[src/rtl/mdu_pkg.sv]
// Shared definitions for the multiply/divide unit.
//   DATA_W  : operand/result width (only 32 is supported)
//   ITER    : iterations per multiply or divide (one bit per edge)
//   state_t : control FSM encoding
//   abs_val : two's-complement magnitude (0x80000000 maps to itself,
//             which reads correctly as an unsigned magnitude)
package mdu_pkg;

  localparam int DATA_W = 32;
  localparam int ITER   = 32;

  typedef enum logic [1:0] {
    IDLE     = 2'b00,
    MULT_RUN = 2'b01,
    DIV_RUN  = 2'b10,
    DONE     = 2'b11
  } state_t;

  function automatic logic [DATA_W-1:0] abs_val(input logic [DATA_W-1:0] x);
    return x[DATA_W-1] ? -x : x;
  endfunction

endpackage

[src/rtl/mdu_if.sv]
// Control-unit <-> multiply/divide unit handshake.
//   start_mult, start_div : one-cycle requests from the control unit
//   op_a, op_b            : rs/rt operands (multiplicand/dividend, multiplier/divisor)
//   hi_out, lo_out        : architectural HI/LO registers
//   busy, done, div_zero  : status back to the control unit
// master = control unit side, slave = the unit itself.
interface mdu_if;
  import mdu_pkg::*;

  logic              start_mult;
  logic              start_div;
  logic [DATA_W-1:0] op_a;
  logic [DATA_W-1:0] op_b;
  logic [DATA_W-1:0] hi_out;
  logic [DATA_W-1:0] lo_out;
  logic              busy;
  logic              done;
  logic              div_zero;

  modport master (
    output start_mult, start_div, op_a, op_b,
    input  hi_out, lo_out, busy, done, div_zero
  );

  modport slave (
    input  start_mult, start_div, op_a, op_b,
    output hi_out, lo_out, busy, done, div_zero
  );
endinterface

[src/rtl/mdu_div_core.sv]
// Restoring divider on operand magnitudes with sign fix-up.
//   clk, reset          : clock, async active-high reset
//   load                : capture |dividend|, |divisor| and the result signs
//   step                : perform one shift/subtract/restore iteration
//   dividend, divisor   : signed operands (sampled on load)
//   quotient, remainder : signed results as they stand after the step in
//                         progress; the owner latches them on the last step
module mdu_div_core
  import mdu_pkg::*;
(
  input  logic              clk,
  input  logic              reset,
  input  logic              load,
  input  logic              step,
  input  logic [DATA_W-1:0] dividend,
  input  logic [DATA_W-1:0] divisor,
  output logic [DATA_W-1:0] quotient,
  output logic [DATA_W-1:0] remainder
);

  logic [DATA_W-1:0] rem_q, quo_q, dsr_q;
  logic              neg_q, neg_r;

  // Partial remainder always stays below the divisor (<= 2^31), so the
  // shifted value fits DATA_W+1 bits and the top bit of diff is the borrow.
  logic [DATA_W:0]   shifted, diff;
  logic [DATA_W-1:0] rem_nx, quo_nx;

  assign shifted = {rem_q, quo_q[DATA_W-1]};
  assign diff    = shifted - {1'b0, dsr_q};
  assign rem_nx  = diff[DATA_W] ? shifted[DATA_W-1:0] : diff[DATA_W-1:0];
  assign quo_nx  = {quo_q[DATA_W-2:0], ~diff[DATA_W]};

  // Truncating division: quotient sign is sign(a)^sign(b), remainder follows a.
  assign quotient  = neg_q ? -quo_nx : quo_nx;
  assign remainder = neg_r ? -rem_nx : rem_nx;

  always_ff @(posedge clk or posedge reset) begin
    if (reset) begin
      rem_q <= '0;
      quo_q <= '0;
      dsr_q <= '0;
      neg_q <= 1'b0;
      neg_r <= 1'b0;
    end else if (load) begin
      rem_q <= '0;
      quo_q <= abs_val(dividend);
      dsr_q <= abs_val(divisor);
      neg_q <= dividend[DATA_W-1] ^ divisor[DATA_W-1];
      neg_r <= dividend[DATA_W-1];
    end else if (step) begin
      rem_q <= rem_nx;
      quo_q <= quo_nx;
    end
  end

endmodule

[src/rtl/mult_div_unit.sv]
// Sequential signed multiply/divide unit (MULT/DIV) for the multicycle MIPS.
//   clk   : system clock, rising edge
//   reset : asynchronous active-high reset
//   bus   : mdu_if slave (starts, operands, HI/LO, busy/done/div_zero)
// Multiply is radix-2 Booth held in this module; divide lives in mdu_div_core.
// Both take 32 iteration edges after the start edge; divide by zero finishes
// on the start edge itself and leaves HI/LO untouched.
module mult_div_unit #(
  parameter int DATA_W = 32,
  parameter int CNT_W  = 5
) (
  input  logic  clk,
  input  logic  reset,
  mdu_if.slave  bus
);
  import mdu_pkg::*;

  state_t            state;
  logic [CNT_W-1:0]  cnt;
  logic [DATA_W:0]   acc;      // one guard bit so subtracting M=-2^31 cannot overflow
  logic [DATA_W-1:0] q, m;
  logic              q_m1;
  logic [DATA_W-1:0] div_quo, div_rem;
  logic              div_load, div_step, last;

  // Booth step: add/sub M on {Q0,Q-1}, then arithmetic shift of {acc,Q,Q-1}.
  logic [DATA_W:0]   booth_sum, acc_nx;
  logic [DATA_W-1:0] q_nx;

  // NOTE: every signal written in always_comb gets a default first, so no path leaves it unassigned and infers a latch.
  always_comb begin
    booth_sum = acc;
    unique case ({q[0], q_m1})
      2'b01:   booth_sum = acc + {m[DATA_W-1], m};
      2'b10:   booth_sum = acc - {m[DATA_W-1], m};
      default: booth_sum = acc;
    endcase
  end

  assign acc_nx = {booth_sum[DATA_W], booth_sum[DATA_W:1]};
  assign q_nx   = {booth_sum[0], q[DATA_W-1:1]};
  assign last   = (cnt == CNT_W'(ITER - 1));

  // start_mult wins a tie, so a divide only loads when it is the sole request.
  assign div_load = (state == IDLE) && bus.start_div && !bus.start_mult && (bus.op_b != '0);
  assign div_step = (state == DIV_RUN);

  mdu_div_core u_div (
    .clk       (clk),
    .reset     (reset),
    .load      (div_load),
    .step      (div_step),
    .dividend  (bus.op_a),
    .divisor   (bus.op_b),
    .quotient  (div_quo),
    .remainder (div_rem)
  );

  // NOTE: sequential state uses non-blocking assignments so every register samples pre-edge values, independent of statement order.
  always_ff @(posedge clk or posedge reset) begin
    if (reset) begin
      state        <= IDLE;
      cnt          <= '0;
      acc          <= '0;
      q            <= '0;
      m            <= '0;
      q_m1         <= 1'b0;
      bus.hi_out   <= '0;
      bus.lo_out   <= '0;
      bus.busy     <= 1'b0;
      bus.done     <= 1'b0;
      bus.div_zero <= 1'b0;
    end else begin
      bus.done <= 1'b0;
      unique case (state)
        IDLE: begin
          if (bus.start_mult) begin
            acc          <= '0;
            q            <= bus.op_b;
            q_m1         <= 1'b0;
            m            <= bus.op_a;
            cnt          <= '0;
            bus.busy     <= 1'b1;
            bus.div_zero <= 1'b0;
            state        <= MULT_RUN;
          end else if (bus.start_div) begin
            cnt <= '0;
            if (bus.op_b == '0) begin
              bus.div_zero <= 1'b1;
              bus.done     <= 1'b1;
              state        <= DONE;
            end else begin
              bus.div_zero <= 1'b0;
              bus.busy     <= 1'b1;
              state        <= DIV_RUN;
            end
          end
        end
        MULT_RUN: begin
          acc  <= acc_nx;
          q    <= q_nx;
          q_m1 <= q[0];
          if (last) begin
            bus.hi_out <= acc_nx[DATA_W-1:0];
            bus.lo_out <= q_nx;
            bus.busy   <= 1'b0;
            bus.done   <= 1'b1;
            state      <= DONE;
          end else begin
            cnt <= cnt + 1'b1;
          end
        end
        DIV_RUN: begin
          if (last) begin
            bus.hi_out <= div_rem;
            bus.lo_out <= div_quo;
            bus.busy   <= 1'b0;
            bus.done   <= 1'b1;
            state      <= DONE;
          end else begin
            cnt <= cnt + 1'b1;
          end
        end
        DONE: state <= IDLE;
        default: state <= IDLE;
      endcase
    end
  end

endmodule

[src/flat_wrapper.sv]
// flat-port wrapper written by rule: the top's interface ports become plain ports
module mult_div_unit_flat import mdu_pkg::*;
#(
  parameter int DATA_W = 32,
  parameter int CNT_W  = 5
)
  (clk, reset, bus_start_mult, bus_start_div, bus_op_a, bus_op_b, bus_hi_out, bus_lo_out, bus_busy, bus_done, bus_div_zero);
  mdu_if bus_i ();
  input  logic clk;
  input  logic reset;
  input wire logic [$bits(bus_i.start_mult)-1:0] bus_start_mult;
  input wire logic [$bits(bus_i.start_div)-1:0] bus_start_div;
  input wire logic [$bits(bus_i.op_a)-1:0] bus_op_a;
  input wire logic [$bits(bus_i.op_b)-1:0] bus_op_b;
  output wire logic [$bits(bus_i.hi_out)-1:0] bus_hi_out;
  output wire logic [$bits(bus_i.lo_out)-1:0] bus_lo_out;
  output wire logic [$bits(bus_i.busy)-1:0] bus_busy;
  output wire logic [$bits(bus_i.done)-1:0] bus_done;
  output wire logic [$bits(bus_i.div_zero)-1:0] bus_div_zero;
  assign bus_i.start_mult = bus_start_mult;
  assign bus_i.start_div = bus_start_div;
  assign bus_i.op_a = bus_op_a;
  assign bus_i.op_b = bus_op_b;
  assign bus_hi_out = bus_i.hi_out;
  assign bus_lo_out = bus_i.lo_out;
  assign bus_busy = bus_i.busy;
  assign bus_done = bus_i.done;
  assign bus_div_zero = bus_i.div_zero;
  mult_div_unit #(.DATA_W(DATA_W), .CNT_W(CNT_W)) u_core (.clk(clk), .reset(reset), .bus(bus_i));
endmodule
[config.mk]
export PLATFORM = sky130hd
export DESIGN_NAME = mult_div_unit_flat
export DESIGN_NICKNAME = d
export VERILOG_FILES = /design/src/rtl/mdu_pkg.sv /design/src/rtl/mdu_if.sv /design/src/rtl/mdu_div_core.sv /design/src/rtl/mult_div_unit.sv /design/src/flat_wrapper.sv
export SDC_FILE = /design/constraint.sdc
export NUM_CORES = 1
export LEC_CHECK = 0
export ABC_AREA = 1
export BUFFER_PORTS_ARGS = -buffer_cell sky130_fd_sc_hd__buf_2
export CAP_MARGIN = 20
export CORE_UTILIZATION = 43
export CTS_CLUSTER_DIAMETER = 80
export CTS_CLUSTER_SIZE = 14
export DETAILED_ROUTE_END_ITERATION = 16
export HOLD_SLACK_MARGIN = 0.02
export SLEW_MARGIN = 20
export SYNTH_ARGS = -nofsm -noshare
export SYNTH_HDL_FRONTEND = slang
export SYNTH_HIERARCHICAL = 1
export SYNTH_SLANG_ARGS = --single-unit
[constraint.sdc]
create_clock -name clk -period 7.6 [get_ports clk]
set_input_delay 0.76 -clock clk [delete_from_list [all_inputs] [get_ports clk]]
set_output_delay 0.76 -clock clk [all_outputs]
set_load 0.01 [all_outputs]
==> Word level (Yosys, flattened, before mapping) <==
Index checks and enable logic that the tools add are counted.
W data, S select, Z words.
{ "totals": {"regBits": 270, "word_cells": 102} }
{ "op_classes": {"add_sub_neg": 8, "eq_ne": 13, "mux": 43, "n_bitwise": 2, "reduce_logical": 20} }
{ "ops": {"columns": ["operator", "n"], "rows": [
  ["$mux W32", 14],
  ["$pmux W32 S2", 3],
  ["$pmux W33 S2", 2],
  ["$neg A32 Y32", 4],
  ["$add A33 B33 Y33", 1],
  ["$mux W33", 1],
  ["$sub A33 B32 Y33", 1],
  ["$sub A33 B33 Y33", 1],
  ["$logic_not A32 Y1", 1],
  ["$reduce_bool A32 Y1", 1],
  ["$mux W5", 3],
  ["$mux W1", 12],
  ["$pmux W5 S2", 1],
  ["$reduce_bool A2 Y1", 5],
  ["$reduce_and A2 Y1", 4],
  ["$eq A2 B2 Y1 const B", 3],
  ["$mux W2", 3],
  ["$ne A2 B2 Y1 const B", 3],
  ["$ne A3 B3 Y1 const B", 2],
  ["$pmux W1 S2", 3],
  ["$pmux W2 S3", 1],
  ["$reduce_and A3 Y1", 2],
  ["$add A5 B1 Y5 const B", 1],
  ["$eq A5 B5 Y1 const B", 1],
  ["9 further kinds", 13]
]} }

==> Longest topological paths before layout <==
Gate-level depths: netlist of run 1.
{ "depth": {"ltp_word": 6, "mapped_depth": 30} }

==> By module <==
Netlist of run 1, hierarchy kept.
{ "modules_own_cells": {"columns": ["mod", "instances", "cells_per_inst", "area_per_inst_um2", "seq_area_each_um2"], "rows": [
  ["mult_div_unit", 1, 1579, 10945.5, 4279.1],
  ["mdu_div_core", 1, 1768, 10583.9, 2452.4]
]} }

==> Worst setup path after synthesis of run 1 <==
OpenSTA, ideal clock, no wires.
{ "synth_path": {"path_type": "flip-flop to flip-flop", "from": "reg u_core.u_div.quo_q[31]", "to": "reg u_core.bus.lo_out[30]", "arrival_ns": 4.032, "required_ns": 7.518, "path_slack_ns": 3.486, "stages_incl_launch_ff": 31, "period_less_slack_ns": 4.114, "cell_sequence": "dfrtp_1 inv_1 ha_1 fa_1 inv_1 nand2_1 nand2_1 nand3_1 nand2_2 nand2_2 nand2_2 nand2_4 nand2_4 nand2_4 nand2_4 buf_8 buf_6 ha_1 nand3_1 nor3_1 nand3_1 nor3_1 nand2_1 o21ai_0 nand2_1 nor2_1 o21ai_0 a21oi_1 xor2_1 nand2_1 a31oi_1"} }
{ "synth_via": {"elab_chain_cells": 6} }
{ "synth_lines": {"columns": ["element", "line_no", "rtl"], "rows": [
  ["start: declaration", "mdu_div_core.sv:21", "logic [DATA_W-1:0] rem_q, quo_q, dsr_q;"],
  ["start signal: assignment", "mdu_div_core.sv:47", "quo_q <= abs_val(dividend);"],
  ["start signal: assignment", "mdu_div_core.sv:53", "quo_q <= quo_nx;"],
  ["$sub A33 B32 Y33", "mdu_div_core.sv:30", "assign diff = shifted - {1'b0, dsr_q};"],
  ["$not A1 Y1", "mdu_div_core.sv:32", "assign quo_nx = {quo_q[DATA_W-2:0], ~diff[DATA_W]};"],
  ["$neg A32 Y32", "mdu_div_core.sv:35", "assign quotient = neg_q ? -quo_nx : quo_nx;"],
  ["$mux W32", "mdu_div_core.sv:35", null],
  ["via u_core.div_quo[30]", "mult_div_unit.sv:23", "logic [DATA_W-1:0] div_quo, div_rem;"],
  ["$mux W32", "mult_div_unit.sv:114", "if (last) begin"],
  ["$pmux W32 S2", "mult_div_unit.sv:75", "unique case (state)"],
  ["end signal: assignment", "mult_div_unit.sv:105", "bus.lo_out <= q_nx;"],
  ["end signal: assignment", "mult_div_unit.sv:116", "bus.lo_out <= div_quo;"],
  ["end: declaration", "mdu_if.sv:27", "output hi_out, lo_out, busy, done, div_zero"]
]} }
The timed path passes the listed nets, and every way through them passes these cells. The select of a mux whose other input is x is not followed.
A chain may end at the register's enable or synchronous reset.

==> Final worst setup path of run 1 <==
Ends and elaborated chain as after synthesis.

==> results of run 1 <==
[path summary, 6_finish.rpt]
path	start	slack [ns]	to	cells after the start
max in group asynchronous	reset	5.98	u_core/m[15]	3
max reg2reg	u_core/u_div/quo_q[31]	2.75	u_core/bus.lo_out[30]	28
min in group clk	bus_op_a[22]	0.43	u_core/m[22]	3
max	u_core/u_div/quo_q[31]	2.75	u_core/bus.lo_out[30]	28
min reg2reg	u_core/bus.hi_out[10]	0.48	u_core/bus.hi_out[10]	2
min	reset	0.18	u_core/u_div/neg_q	2
[cells by family (layout without fill, tap and decap cells)]
family,count (synthesis),after routing,synth area share [%]
DFF,269,269,31.3
xor gates and xnor gates,111,111,4.52
muxes,1,1,0.0465
AOI/OAI and AO/OA,480,480,13.1
buffers and inverters,609,692,11.0
adders and majority gates,78,78,4.60
and+or+nand+nor,1799,1799,35.5
[flip-flops by register name, indices dropped and copies added, names as in the netlist, 2 cells and up]
signal              count
u_core/acc             32
u_core/bus.hi_out      32
u_core/bus.lo_out      32
u_core/m               32
u_core/q               32
u_core/u_div/dsr_q     32
u_core/u_div/quo_q     32
u_core/u_div/rem_q     32
u_core/cnt              5
u_core/state            2
[per-layer routing]
layer / GRT usage (%) / part of all wire [%] / vias to the layer above
met5: 0 / 0.022 / -
met4: 8.78 / 3.0 / 2
met3: 5.58 / 7.1 / 103
met2: 44.5 / 43 / 707
met1: 43.0 / 47 / 10344
li1: - / - / 10818
[cell type report]
type                    count  area share (%)
inverters                 497            7.93
clock inverters            15           0.916
well taps                 664            3.51
multi-input cells        2469            52.7
repair buffers            150            3.36
flip-flops and latches    269            28.5
clock buffers              30            3.09
[layout by cell type (no fill, tap or decap), types with 6 or more instances in the layout]
cell type and instances:
nand2_1 1050, inv_1 477, nor2_1 316, dfrtp_1 269, nand3_1 236, o21ai_0 196, buf_2 134, xor2_1 93
a21oi_1 86, ha_1 74, o211ai_1 62, nand2_2 41, a31oi_1 40, o22ai_1 38, nor3_1 37, clkbuf_16 29
nand4_1 29, nand3b_1 24, nor2_2 19, xnor2_1 18, buf_4 15, inv_2 14, nor4_1 11, o21ai_1 11
o21bai_1 11, or2_2 9, nand2_4 7, o21a_1 6
[stage by stage]
step / hold slack [ns] / std cells / setup WS (ns) / area, µm² / utilization, %
after floorplan: 0.449 / 3347 / 2.21 / 21500 / -
after global placement: 0.458 / 4049 / 2.72 / 22700 / 46.2
after detailed placement: 0.461 / 4049 / 2.82 / 22700 / 46.2
after CTS: 0.170 / 4094 / 2.79 / 23600 / 48.1
after global routing: 0.184 / 4094 / 2.23 / 23600 / 48.1
final: 0.181 / 4094 / 2.75 / 23600 / 48.1
==> impl_metrics.py, run 1 <==
metrics = {
    "status": {
        "status": "finished clean",
    },
    "setup_path": {
        "cp_common_cell": "nand2_1",
        "crit_buf_inv": 2,
        "slowest_delay_ns": 0.41,
        "startpoint_type": "flop",
        "cp.required_ns": 8.12,
        "crit_fanout": 31,
        "cp-end-kind": "flop",
        "arrival_ns": 5.37,
        "crit_path_top_delay_cell": "dfrtp_1",
        "cp_top_family": "simple AND/OR/NAND/NOR gates",
        "crit_type": "reg2reg",
    },
    "yosys": {
        "ys_warn_count": 6,
        "synth_top_cell_by_area": "dfrtp_1",
        "synthTopCellsByCount": "nand2_1, inv_1, nor2_1, dfrtp_1, nand3_1",
        "ys_ff_latch": 269,
        "synth_top_area_share_pct": 31.3,
        "postSynthAreaPerCell_um2": 6.43,
        "ys_seq_area_share_pct": 31.3,
        "ys_types": 58,
        "netlist_top_cells_area": "dfrtp_1, nand2_1, inv_1",
        "netlist_instances": 3347,
        "synth_flop_cell": "dfrtp_1",
        "synth_nets": 3493,
        "synth.most_common_cell": "nand2_1",
        "syn-cell-area_um2": 21500,
        "async_flop_share_pct": 100,
        "synth_edf_count": 0,
    },
    "floorplanning": {
        "die_area_um2": 51000,
        "core_area_um2": 49200,
        "die_y_um": 226,
        "io_pins": 135,
        "rows": 81,
        "die_w_um": 226,
        "initial_core_util_pct": 43.8,
    },
    "sta": {
        "slew_viol_final": 0,
        "hold_viol": 0,
        "fin_crit_ns": 4.85,
        "max_freq_mhz": 206,
        "finClkSkew_ns": 0.0245,
        "setup_violations": 0,
        "rsz0062_at_grt": "false",
        "max_slew_margin_pct": 24.3,
        "fin_setup_tns_ns": 0,
        "fin_crit_sh_pct": 63.8,
        "worst_pin_slew_ns": 1.13,
    },
    "drt": {
        "drtIter0Drc": 1988,
        "num_vias": 21974,
        "viasPerCell": 5.37,
        "drc": 0,
        "routedWlPerCell_um": 18.6,
        "routed_wl_mm": 76.3,
        "ant_nets": 0,
        "first_pass_iters": 6,
    },
    "cts": {
        "clkSlewWorstSetupHoldPaths_ns": 0.07,
        "numCtsBuffers": 29,
        "cts.sinks": 269,
        "cts.repair.resized": 0,
        "cts_tree": "built",
        "clk_latency_ns": 0.61,
        "htreeDepth": 1,
        "cts_hold_buf": 0,
        "cts_post_setup_buffers_inserted": 0,
        "root_buffer": "clkbuf_16",
        "cts_max_path_buffers": 3,
    },
    "layout": {
        "multi_input_area_um2": 12500,
        "n_antenna_cell": 0,
        "drive_gt1_share_pct": 9.07,
        "syn2layout_area_growth_pct": 9.81,
        "register_area_um2": 6730,
        "final_net_count": 3562,
        "nFillCells": 5190,
    },
    "global_routing": {
        "overflow": 0,
        "grt_usage_pct": 29.7,
        "grt_pass1_wl_mm": 116,
        "grt_pass1_vias": 20140,
        "antenna_found_initial": 1,
        "grt_max_degree": 91,
    },
    "place": {
        "dp_hpwl_mm": 59.8,
        "gp_congestion": 0.970,
        "portBuffers": 134,
    },
    "min_path": {
        "hp-class": "in2async",
    },
    "job": {
        "cap_violations": 0,
    },
}
Power of run 1 is left out: the tool's default activity adds up to more than one toggle a clock period on the data nets, which glitch-free logic cannot reach.
==> run 2, diff against run 1 <==
Clock period 7.6 ns to 4.6 ns, I/O delays scaled along.
==> impl_metrics.py, run 2 (same netlist as run 1, synthesis figures left out) <==
metrics = {
    "status": {
        "status": "finished clean",
    },
    "drt": {
        "first_pass_iters": 6,
        "num_vias": 22164,
        "routed_wl_mm": 77.7,
        "routedWlPerCell_um": 18.9,
        "ant_nets": 0,
        "drtIter0Drc": 2109,
        "viasPerCell": 5.40,
        "drc": 0,
    },
    "layout": {
        "final_cell_mix": "nand2_1, inv_1, nor2_1",
        "nFillCells": 5083,
        "multi_input_area_um2": 12500,
        "register_area_um2": 6730,
        "fin_cells": 4106,
        "drive_gt1_share_pct": 9.39,
        "final_net_count": 3576,
        "final_common_cell": "nand2_1",
        "final_cell_area_um2": 23600,
        "syn2layout_area_growth_pct": 9.84,
    },
    "setup_path": {
        "crit_path_top_delay_cell": "fa_1",
        "cp-end-kind": "flop",
        "slowest_delay_ns": 0.42,
        "cp_common_cell": "nand2_1",
        "cp.required_ns": 5.12,
        "crit_fanout": 9,
        "arrival_ns": 4.75,
        "crit_type": "reg2reg",
        "startpoint_type": "flop",
    },
    "sta": {
        "fin_setup_tns_ns": 0,
        "rsz0062_at_grt": "false",
        "fin_crit_ns": 4.23,
        "finClkSkew_ns": 0.0283,
        "slew_viol_final": 0,
        "setup_violations": 0,
        "max_freq_mhz": 236,
        "max_slew_margin_pct": 33.1,
        "worst_pin_slew_ns": 1.00,
        "hold_viol": 0,
        "fin_crit_sh_pct": 92.0,
    },
    "place": {
        "place_area_um2": 22800,
        "dp_cells": 4066,
        "dp_hpwl_mm": 60.8,
        "gp_congestion": 0.945,
        "portBuffers": 134,
    },
    "floorplanning": {
        "io_pins": 135,
        "core_area_um2": 49200,
        "rows": 81,
        "die_w_um": 226,
        "initial_core_util_pct": 43.8,
        "die_y_um": 226,
        "die_area_um2": 51000,
    },
    "cts": {
        "clk_latency_ns": 0.59,
        "cts.sinks": 269,
        "htreeDepth": 1,
        "cts_post_setup_buffers_inserted": 0,
        "numCtsBuffers": 26,
        "cts.repair.resized": 0,
        "cts_hold_buf": 0,
        "clkSlewWorstSetupHoldPaths_ns": 0.07,
        "cts_tree": "built",
        "cts_max_path_buffers": 3,
        "root_buffer": "clkbuf_16",
    },
    "min_path": {
        "hp-class": "in2async",
    },
    "global_routing": {
        "grt_usage_pct": 30.5,
        "grt_pass1_wl_mm": 120,
        "overflow": 0,
        "grt_pass1_vias": 20745,
        "antenna_found_initial": 6,
        "grt_max_degree": 172,
    },
    "job": {
        "cap_violations": 0,
    },
}
==> run 2: cell count changes in the layout (fill, tap and decap cells not counted), moves of 2 or more <==
| cell | delta |
|---|---|
| diode_2 | +3 |
| nor3_2 | +2 |
| inv_6 | -3 |
| clkbuf_16 | -3 |
| clkinv_2 | +2 |
| nor3_1 | -2 |
| buf_4 | +16 |
| bufinv_16 | -2 |
| o21ai_0 | -2 |
==> run 2: routing by layer <==
layer / share of wire, % / GRT usage [%]
met1: 47 / 45.0
met2: 43 / 45.5
met3: 6.5 / 4.15
met4: 3.2 / 10.0
met5: 0.033 / 0
==> run 2: path summary, 6_finish.rpt <==
check                                       start                     end  slack (ns)  depth (start not counted)
min in group clk                     bus_op_a[22]            u_core/m[22]        0.13                          3
setup reg to reg           u_core/u_div/quo_q[31]   u_core/bus.lo_out[30]        0.37                         28
hold / removal                              reset  u_core/u_div/quo_q[24]        0.04                          2
max in group asynchronous                   reset  u_core/u_div/rem_q[19]        3.45                          3
setup / recovery           u_core/u_div/quo_q[31]   u_core/bus.lo_out[30]        0.37                         28
hold reg to reg              u_core/bus.hi_out[8]    u_core/bus.hi_out[8]        0.47                          2
==> run 2: stage by stage <==
stage	utilization [%]	worst slack [ns]	hold slack (ns)
final	48.1	0.370	0.0381
after global placement	46.4	0.220	0.457
after CTS	48.0	0.129	0.0672
after global routing	48.1	0.0212	0.116
after detailed placement	46.4	0.130	0.462
after floorplan	-	0.486	0.449
==> run 2: worst max-delay path, delay by kind of cell, from the launching register on <==
kind / cells / cell delay, ns
AO/OA/AOI/OAI: 4 / 0.67
XOR/XNOR: 1 / 0.18
adder cells (fa/ha/maj): 3 / 0.81
buffers and inverters: 2 / 0.17
flip-flops: 1 / 0.35
AND/OR/NAND/NOR: 18 / 1.97
==> run 2: final cells by class <==
class                           instances  share of cell area (%)
Multi-Input combinational cell       2469                    52.8
Sequential cell                       269                    28.5
Inverter                              497                    7.92
Timing Repair Buffer                  167                    3.95
Tap cell                              664                    3.51
Clock buffer                           27                    2.77
Clock inverter                         10                   0.529
Antenna cell                            3                  0.0317
Power of run 2 is left out for the same reason.
==> run 3, diff against run 2 <==
Settings changed: CELL_PAD_IN_SITES_DETAIL_PLACEMENT set to 2, CELL_PAD_IN_SITES_GLOBAL_PLACEMENT set to 2, CORE_UTILIZATION 43 to 34, PLACE_DENSITY_LB_ADDON set to 0.1.
==> impl_metrics.py, run 3 (same netlist as run 1, synthesis figures left out) <==
metrics = {
    "status": {
        "status": "finished clean",
    },
    "drt": {
        "drtIter0Drc": 1129,
        "routed_wl_mm": 93.2,
        "ant_nets": 0,
        "first_pass_iters": 5,
        "drc": 0,
        "routedWlPerCell_um": 21.6,
        "num_vias": 22699,
        "viasPerCell": 5.27,
    },
    "layout": {
        "final_common_cell": "nand2_1",
        "syn2layout_area_growth_pct": 13.0,
        "register_area_um2": 6730,
        "nFillCells": 7768,
        "fin_cells": 4306,
        "final_cell_area_um2": 24300,
        "multi_input_area_um2": 12500,
        "final_net_count": 3592,
        "drive_gt1_share_pct": 10.4,
        "final_cell_mix": "nand2_1, inv_1, nor2_1",
    },
    "cts": {
        "clkSlewWorstSetupHoldPaths_ns": 0.07,
        "cts.sinks": 269,
        "root_buffer": "clkbuf_16",
        "cts_max_path_buffers": 3,
        "clk_latency_ns": 0.58,
        "cts_tree": "built",
        "numCtsBuffers": 34,
        "htreeDepth": 2,
    },
    "floorplanning": {
        "die_w_um": 254,
        "initial_core_util_pct": 34.6,
        "rows": 91,
        "die_y_um": 254,
        "die_area_um2": 64300,
        "core_area_um2": 62200,
        "io_pins": 135,
    },
    "sta": {
        "hold_viol": 0,
        "slew_viol_final": 0,
        "fin_crit_ns": 4.34,
        "worst_pin_slew_ns": 1.07,
        "fin_ws_ns": 0.262,
        "setup_violations": 0,
        "finClkSkew_ns": 0.0432,
        "max_slew_margin_pct": 29.0,
        "max_freq_mhz": 231,
        "fin_crit_sh_pct": 94.3,
    },
    "place": {
        "gp_congestion": 0.895,
        "dp_slack_ns": -0.0736,
        "dp_hpwl_mm": 73.8,
        "portBuffers": 134,
        "place_area_um2": 23100,
        "dp_cells": 4243,
    },
    "job": {
        "cap_violations": 0,
    },
    "setup_path": {
        "arrival_ns": 4.82,
        "cp-end-kind": "flop",
        "slowest_delay_ns": 0.38,
        "crit_path_top_delay_cell": "fa_2",
        "cp.required_ns": 5.08,
        "crit_type": "reg2reg",
        "crit_fanout": 9,
        "startpoint_type": "flop",
        "cp_common_cell": "nand2_2",
    },
    "global_routing": {
        "overflow": 0,
        "grt_pass1_vias": 24499,
        "grt_pass1_wl_mm": 144,
        "grt_max_degree": 110,
        "antenna_found_initial": 1,
        "grt_usage_pct": 29.0,
    },
    "min_path": {
        "hp-class": "in2async",
    },
}
==> run 3: cell count changes in the layout (fill, tap and decap cells not counted), moves of 2 or more <==
cell,before,now
clkinv_8,0,2
bufinv_16,1,3
inv_6,2,6
clkbuf_8,0,4
clkbuf_16,26,34
buf_4,31,39
nand2_2,41,43
nand2_1,1050,1048
==> run 3: routing by layer <==
metal  global-route usage (%)  up-vias  routed length [µm]
li1                         -    10875                   -
met1                     39.6    11424               44300
met2                     49.6      309               44700
met3                     2.67       91                2480
met4                     6.18        0                1730
met5                        0        -                   0
==> run 3: timing repair <==
action | in CTS | in global routing
setup endpoints to repair | 2 | 24
buffers inserted | 0 | 4
hold buffers | 0 | 0
pin swaps | 0 | 7
hold endpoints to repair | 0 | 0
resized for setup | 3 | 14
==> run 3: worst max-delay path: cells and delay by family (launching register included) <==
family          cells  cell delay, ns
compound gates      4            0.67
xor+xnor            1            0.15
fa+ha+maj           3            0.81
buf+inv             2            0.14
flops               1            0.35
simple gates       18            2.11
==> run 3: stage by stage <==
stage / TNS [ns] / hold WS (ns) / util, %
after floorplan: 0 / 0.449 / -
after global placement: 0 / 0.457 / 37.1
after detailed placement: -0.0736 / 0.470 / 37.1
after CTS: 0 / 0.0942 / 39.0
after global routing: -0.00900 / 0.134 / 39.1
final: 0 / 0.0858 / 39.1
==> run 3: layout make-up <==
type                            instances  share of cell area (%)
Antenna cell                            2                  0.0206
Clock buffer                           38                    3.72
Clock inverter                         19                   0.992
Inverter                              497                    7.70
Multi-Input combinational cell       2469                    51.5
Sequential cell                       269                    27.7
Tap cell                              837                    4.30
Timing Repair Buffer                  175                    4.12
==> run 3: worst paths after layout <==
check | endpoint | depth (start not counted) | slack, ns | from
min | u_core/u_div/quo_q[5] | 2 | 0.09 | reset
min reg2reg | u_core/bus.hi_out[13] | 2 | 0.48 | u_core/bus.hi_out[13]
max reg2reg | u_core/bus.lo_out[30] | 28 | 0.26 | u_core/u_div/quo_q[31]
min in group clk | u_core/m[8] | 3 | 0.16 | bus_op_a[8]
max | u_core/bus.lo_out[30] | 28 | 0.26 | u_core/u_div/quo_q[31]
max in group asynchronous | u_core/u_div/dsr_q[25] | 3 | 3.40 | reset
Power of run 3 is left out for the same reason.
